### src/rtl/sdp_ram_arbiter_pkg.sv
// Shared constants and types for the two-requester simple-dual-port RAM arbiter.
package sdp_ram_arbiter_pkg;
    localparam int NUM_REQ    = 2;
    localparam int COLL_CNT_W = 16;

    typedef logic [$clog2(NUM_REQ)-1:0] req_id_t;

    function automatic logic [NUM_REQ-1:0] id_to_onehot(input req_id_t id);
        return NUM_REQ'(1) << id;
    endfunction
endpackage

### src/rtl/sdp_ram_arbiter_rr.sv
// rr_arbiter_2: two-way round-robin grant; ready is combinational from valid and the pointer.
// The pointer moves to the other requester after every granted transfer.
module rr_arbiter_2
    import sdp_ram_arbiter_pkg::*;
(
    input  logic               clk_i,
    input  logic               rst_i,
    input  logic [NUM_REQ-1:0] valid_i,
    output logic [NUM_REQ-1:0] ready_o,
    output req_id_t            grant_id_o,
    output logic               xfer_o
);
    req_id_t ptr_q, ptr_d;

    always_comb begin
        grant_id_o = ptr_q;
        if (valid_i == 2'b01) begin
            grant_id_o = 1'b0;
        end else if (valid_i == 2'b10) begin
            grant_id_o = 1'b1;
        end
        // Any valid request is always granted, so a transfer happens whenever one is pending.
        xfer_o  = (|valid_i) & ~rst_i;
        ready_o = xfer_o ? id_to_onehot(grant_id_o) : '0;
        ptr_d   = xfer_o ? ~grant_id_o : ptr_q;
    end

    always_ff @(posedge clk_i or posedge rst_i) begin
        if (rst_i) begin
            ptr_q <= '0;
        end else begin
            ptr_q <= ptr_d;
        end
    end
endmodule

### src/rtl/sdp_ram_arbiter.sv
// Two requesters per side share one SDP RAM; writes and reads are arbitrated independently.
// Optional same-address collision reporting is enabled by SDP_RAM_ARB_COLLISION_EN.
module sdp_ram_arbiter
    import sdp_ram_arbiter_pkg::*;
#(
    parameter int DATA_WIDTH = 8,
    parameter int ADDR_WIDTH = 8,
    parameter int RD_LATENCY = 1,
    localparam int BYTE_VALID_WIDTH = DATA_WIDTH / 8
) (
    input  logic                                clk_i,
    input  logic                                rst_i,
    input  logic [NUM_REQ-1:0]                  wr_valid_i,
    output logic [NUM_REQ-1:0]                  wr_ready_o,
    input  logic [NUM_REQ*ADDR_WIDTH-1:0]       wr_addr_i,
    input  logic [NUM_REQ*DATA_WIDTH-1:0]       wr_data_i,
    input  logic [NUM_REQ*BYTE_VALID_WIDTH-1:0] wr_byte_valid_i,
    input  logic [NUM_REQ-1:0]                  rd_valid_i,
    output logic [NUM_REQ-1:0]                  rd_ready_o,
    input  logic [NUM_REQ*ADDR_WIDTH-1:0]       rd_addr_i,
    output logic [DATA_WIDTH-1:0]               rd_data_o,
    output logic [NUM_REQ-1:0]                  rd_data_valid_o,
    output logic                                ram_wr_en_o,
    output logic [ADDR_WIDTH-1:0]               ram_wr_addr_o,
    output logic [DATA_WIDTH-1:0]               ram_wr_data_o,
    output logic [BYTE_VALID_WIDTH-1:0]         ram_wr_byte_valid_o,
    output logic                                ram_rd_en_o,
    output logic [ADDR_WIDTH-1:0]               ram_rd_addr_o,
    input  logic [DATA_WIDTH-1:0]               ram_rd_data_i,
    output logic                                collision_o,
    output logic [COLL_CNT_W-1:0]               collision_cnt_o
);
    req_id_t wr_gid, rd_gid;
    logic    wr_xfer, rd_xfer;

    rr_arbiter_2 u_wr_arb (
        .clk_i      (clk_i),
        .rst_i      (rst_i),
        .valid_i    (wr_valid_i),
        .ready_o    (wr_ready_o),
        .grant_id_o (wr_gid),
        .xfer_o     (wr_xfer)
    );

    rr_arbiter_2 u_rd_arb (
        .clk_i      (clk_i),
        .rst_i      (rst_i),
        .valid_i    (rd_valid_i),
        .ready_o    (rd_ready_o),
        .grant_id_o (rd_gid),
        .xfer_o     (rd_xfer)
    );

    logic [ADDR_WIDTH-1:0]       wr_addr_d, rd_addr_d;
    logic [DATA_WIDTH-1:0]       wr_data_d;
    logic [BYTE_VALID_WIDTH-1:0] wr_bv_d;

    assign wr_addr_d = wr_addr_i[wr_gid*ADDR_WIDTH +: ADDR_WIDTH];
    assign wr_data_d = wr_data_i[wr_gid*DATA_WIDTH +: DATA_WIDTH];
    assign wr_bv_d   = wr_byte_valid_i[wr_gid*BYTE_VALID_WIDTH +: BYTE_VALID_WIDTH];
    assign rd_addr_d = rd_addr_i[rd_gid*ADDR_WIDTH +: ADDR_WIDTH];

    logic                        wr_en_q, rd_en_q;
    logic [ADDR_WIDTH-1:0]       wr_addr_q, rd_addr_q;
    logic [DATA_WIDTH-1:0]       wr_data_q;
    logic [BYTE_VALID_WIDTH-1:0] wr_bv_q;
    req_id_t                     rd_id_q;

    always_ff @(posedge clk_i or posedge rst_i) begin
        if (rst_i) begin
            wr_en_q   <= 1'b0;
            wr_addr_q <= '0;
            wr_data_q <= '0;
            wr_bv_q   <= '0;
            rd_en_q   <= 1'b0;
            rd_addr_q <= '0;
            rd_id_q   <= '0;
        end else begin
            wr_en_q <= wr_xfer;
            rd_en_q <= rd_xfer;
            if (wr_xfer) begin
                wr_addr_q <= wr_addr_d;
                wr_data_q <= wr_data_d;
                wr_bv_q   <= wr_bv_d;
            end
            if (rd_xfer) begin
                rd_addr_q <= rd_addr_d;
                rd_id_q   <= rd_gid;
            end
        end
    end

    // Owner tag follows each issued read through the RAM latency; reset drops anything in flight.
    logic [RD_LATENCY-1:0] tag_vld_q;
    req_id_t               tag_id_q [RD_LATENCY];

    always_ff @(posedge clk_i or posedge rst_i) begin
        if (rst_i) begin
            tag_vld_q <= '0;
            for (int i = 0; i < RD_LATENCY; i++) tag_id_q[i] <= '0;
        end else begin
            tag_vld_q[0] <= rd_en_q;
            tag_id_q[0]  <= rd_id_q;
            for (int i = 1; i < RD_LATENCY; i++) begin
                tag_vld_q[i] <= tag_vld_q[i-1];
                tag_id_q[i]  <= tag_id_q[i-1];
            end
        end
    end

    assign rd_data_valid_o = tag_vld_q[RD_LATENCY-1] ? id_to_onehot(tag_id_q[RD_LATENCY-1]) : '0;
    assign rd_data_o       = ram_rd_data_i;

    assign ram_wr_en_o         = wr_en_q;
    assign ram_wr_addr_o       = wr_addr_q;
    assign ram_wr_data_o       = wr_data_q;
    assign ram_wr_byte_valid_o = wr_bv_q;
    assign ram_rd_en_o         = rd_en_q;
    assign ram_rd_addr_o       = rd_addr_q;

`ifdef SDP_RAM_ARB_COLLISION_EN
    logic                  coll_d, coll_q;
    logic [COLL_CNT_W-1:0] coll_cnt_q;

    assign coll_d = wr_xfer & rd_xfer & (wr_addr_d == rd_addr_d);

    always_ff @(posedge clk_i or posedge rst_i) begin
        if (rst_i) begin
            coll_q     <= 1'b0;
            coll_cnt_q <= '0;
        end else begin
            coll_q <= coll_d;
            if (coll_d && (coll_cnt_q != '1)) begin
                coll_cnt_q <= coll_cnt_q + 1'b1;
            end
        end
    end

    assign collision_o     = coll_q;
    assign collision_cnt_o = coll_cnt_q;
`else
    assign collision_o     = 1'b0;
    assign collision_cnt_o = '0;
`endif
endmodule

### config.mk
export PLATFORM = sky130hd
export DESIGN_NAME = sdp_ram_arbiter
export DESIGN_NICKNAME = d
export VERILOG_FILES = /design/src/rtl/sdp_ram_arbiter_pkg.sv /design/src/rtl/sdp_ram_arbiter_rr.sv /design/src/rtl/sdp_ram_arbiter.sv
export SDC_FILE = /design/constraint.sdc
export NUM_CORES = 1
export LEC_CHECK = 0
export CAP_MARGIN = 10
export CORE_MARGIN = 2
export CORE_UTILIZATION = 55
export CTS_CLUSTER_DIAMETER = 60
export CTS_CLUSTER_SIZE = 20
export DETAILED_ROUTE_END_ITERATION = 12
export DONT_BUFFER_PORTS = 1
export PLACE_DENSITY = 0.72
export SLEW_MARGIN = 5
export SYNTH_ARGS = -nofsm -noshare
export SYNTH_HDL_FRONTEND = slang
export SYNTH_HIERARCHICAL = 1
export SYNTH_SLANG_ARGS = --single-unit
### constraint.sdc
create_clock -name clk_i -period 1.3 [get_ports clk_i]
set_input_delay 0.195 -clock clk_i [delete_from_list [all_inputs] [get_ports clk_i]]
set_output_delay 0.195 -clock clk_i [all_outputs]
set_load 0.05 [all_outputs]
==> results.txt <==
Outcome -> finished, violations left
Violations in the final reports -> setup timing
WP data arrival -> 1.19 ns
Net switching power -> 1.23 mW
DR pass1 iterations -> 4
Reg2reg end -> ram_wr_data_o[1]
Detailed-route wire length -> 3240 um
Largest net degree at the start of global routing -> 36
Launch point of the critical path -> u_rd_arb/ptr_q
Starting density of the core -> 56.5%
Global-route wire length before repair -> 4530 um
Synthesis-to-finish area growth -> 10.8%
Count of yosys warnings during synthesis -> 6
Internal Dissipation -> 1.70 mW
Number of DRC markers after the initial detailed-route iteration -> 46
Clock tree from TritonCTS -> built
RSZ-0062 raised after global routing -> yes
Total Die Area -> 0.00352 mm^2
Compound-Gate Fraction of Synth Area -> 8.93%
Number of buffers created by CTS -> 5
Maximum resistive drop on vdd -> 0.746 mV
Worst setup EP type -> primary output
Number of antenna violations at the first check in global routing -> 0
GPL Wtd Cong -> 0.615
Number of core rows -> 20
Kind of cell adding the most delay to the critical path -> flip-flops
Wirelength per Cell -> 14.8 um
Static leakage -> 0.914 nW
Startpoint Class -> flip-flop
Worst stage delay on the critical path -> 0.41 ns
Estimated wirelength of the detail-placed design -> 2370 um
Routed via count -> 1,175
Number of buffers and inverters on the critical path -> 2
Portion of total power attributed to sequential cells -> 49.4%
Setup ws final -> -0.0857 ns
Share of synthesized cell area in full adder, half adder and majority cells -> 1.34%
Count of final setup violators -> 5
Seq cells post-synth -> 32
Share of cells above drive strength 1 -> 21.6%
Part of the power in combinational logic -> 30.8%
Share of the clock period used by the worst path after layout -> 107%
Final hold viol count -> 0
Fin Hold WS -> 0.0617 ns
Main combinational cell family by area after synthesis -> multiplexers
Global-route congestion overflow total -> 0
Clock net sink count -> 32
DIE WIDTH -> 59.3 um
Worst-path maximum fanout -> 3
Post-Syn Area per Cell -> 10.1 um^2
Largest cells by area after synthesis -> dfrtp_1 48%, mux2i_1 16%, buf_4 12%
Mux share of post-synthesis cell area -> 16.7%
Clock-pin slew on the worst setup and hold paths -> 0.09 ns
Parity-gate share of the synthesized area counting xor and xnor cells -> 0%
Num ports -> 122
Min Tclk post-route -> 1.39 ns
Count of unresolved DRC violations after routing -> 0
Number of global-route vias before repair -> 1,074
Worst Path Required -> 1.11 ns
Total negative slack -> -0.264 ns
Share of Yosys cell area claimed by the top area cell type -> 47.6%
Clock Skew -> 0.00374 ns
Most common cell after layout, fill and taps aside -> dfrtp_1
Worst Setup Path Type -> reg2out
Power per standard cell area -> 1570 mW/mm^2
Maximum achievable frequency -> 722 MHz
Cell at the root of the clock tree -> clkbuf_4
Routed via count divided by cell count -> 5.39
Share of synthesized cell area in and, or, nand and nor gates -> 8.85%
Critical path cell sequence -> buf_6 > o21a_1 > buf_6
Post-synthesis sequential area ratio -> 47.6%
Count of buffers from port buffering -> 0
Clock buffer depth -> 2
Worst R2R Setup Slack -> -0.01 ns
Hold/Removal Path Class -> in2reg
Total number of nets in the final design -> 248
Inserted Diodes -> 0
Slew Limit Fails -> 0
Leading area contributor after synthesis -> dfrtp_1
Synthesized netlist cell count -> 166
Commonest non-fill, non-tap cells in the layout -> 32 x dfrtp_1, 28 x nor2_1, 27 x mux2i_1
Dominant cell type by count on the critical path -> buf_6
Worst setup endpoint -> rd_ready_o[1]
Reg2Reg Depth -> 3
Master of the slowest instance on the critical path -> dfrtp_1
Levels on crit path -> 3
Netlist area before placement -> 0.00168 mm^2
Antenna Nets Post-Route -> 0
Netlist cell types -> 17
CTS H-tree lvls -> 2
Fraction of power spent switching nets -> 42.1%
Placeable core region -> 0.00298 mm^2
Worst skew pair latency -> 0.32 ns
GRT Util Overall -> 17.4%
Die H -> 59.3 um
Part of the power in the clock network -> 19.8%
Reg-to-reg startpoint -> u_wr_arb/ptr_q
Number of maximum-capacitance violations -> 0
==> sequential cells by signal, indices dropped and copies added (netlist names) <==
name	count
ram_rd_en_o	1
u_wr_arb/ptr_q	1
tag_id_q	1
ram_wr_en_o	1
ram_rd_addr_o	8
tag_vld_q	1
ram_wr_data_o	8
ram_wr_byte_valid_o	1
u_rd_arb/ptr_q	1
ram_wr_addr_o	8
rd_id_q	1
==> worst register-to-register path: cells and delay by family (launching register included) <==
kind | cells | cell delay [ns]
flops | 1 | 0.41
mux | 1 | 0.23
compound gates | 1 | 0.09
fa+ha+maj | 1 | 0.47
==> through the flow <==
step | utilization [%] | power, mW | cells | setup slack (ns) | instance area, um^2
global placement | 57.7 | 2.28 | 205 | 0.00314 | 1720
floorplan | - | 2.25 | 182 | -0.0186 | 1750
detailed placement | 57.7 | 2.32 | 205 | -0.0896 | 1720
CTS | 61.6 | 2.94 | 216 | -0.0830 | 1830
finish | 62.6 | 2.93 | 218 | -0.0857 | 1860
global route | 62.6 | 3.06 | 218 | -0.134 | 1860
==> kinds of logic after synthesis <==
group           count (synthesis)
compound gates                 29
fa+ha+maj                       2
buf+inv                        39
flops                          32
mux                            28
other cells                     1
simple gates                   35
==> power by group through the flow <==
stage | Sequential (mW) | Combinational (mW) | Clock (mW)
4_1_cts | 1.45 | 0.886 | 0.603
5_1_grt | 1.46 | 0.962 | 0.633
2_1_floorplan | 1.67 | 0.582 | 0
3_3_place_gp | 1.46 | 0.822 | 0
6_report | 1.45 | 0.901 | 0.580
3_5_place_dp | 1.47 | 0.848 | 0
==> routing by layer <==
metal / routed length (um) / part of all wire [%] / global-route usage [%] / up-vias
met2: 1710 / 53 / 31.6 / 75
met3: 330 / 10 / 7.86 / 7
met1: 1150 / 36 / 17.1 / 552
met5: 0 / 0 / 0 / -
met4: 45 / 1.4 / 6.82 / 0
li1: - / - / - / 541
==> cell usage after synthesis, drive strengths merged <==
library cell and number:
buf 33, clkbuf 1, inv 5, mux2i 27, and2 1, maj3 2
nor2 29, nor2b 3, a21oi 27, conb 1, or2b 2, o21a 2
dfrtp 32, mux2 1
==> what timing repair did <==
action | CTS | global route
gates cloned | 0 | 1
resized for setup | 9 | 2
pin swaps | 11 | 9
endpoints found under the hold margin | 32 | 0
setup buffers | 2 | 1
hold buffers | 1 | 0
endpoints found under the setup margin | 21 | 30
==> worst min path at each step <==
stage | from | endpoint | slack, ns | depth (start not counted)
after global routing | wr_data_i[6] | ram_wr_data_o[6] | 0.05 | 2
after floorplan | rst_i | u_rd_arb/ptr_q | -0.08 | 1
after CTS | rd_addr_i[1] | ram_rd_addr_o[1] | 0.05 | 2
final | wr_addr_i[7] | ram_wr_addr_o[7] | 0.06 | 2
after detailed placement | rst_i | u_rd_arb/ptr_q | -0.07 | 1
after global placement | rst_i | u_rd_arb/ptr_q | -0.07 | 1
==> area by class of cell <==
cell class	count	area [um^2]
tap	33	41.3
sequential	32	801
clock buffer	8	58.8
inverter	5	18.8
multi-input combinational	112	704
fill	253	1110
timing repair buffer	28	239
No activity file was read; power rests on OpenSTA's default activity.
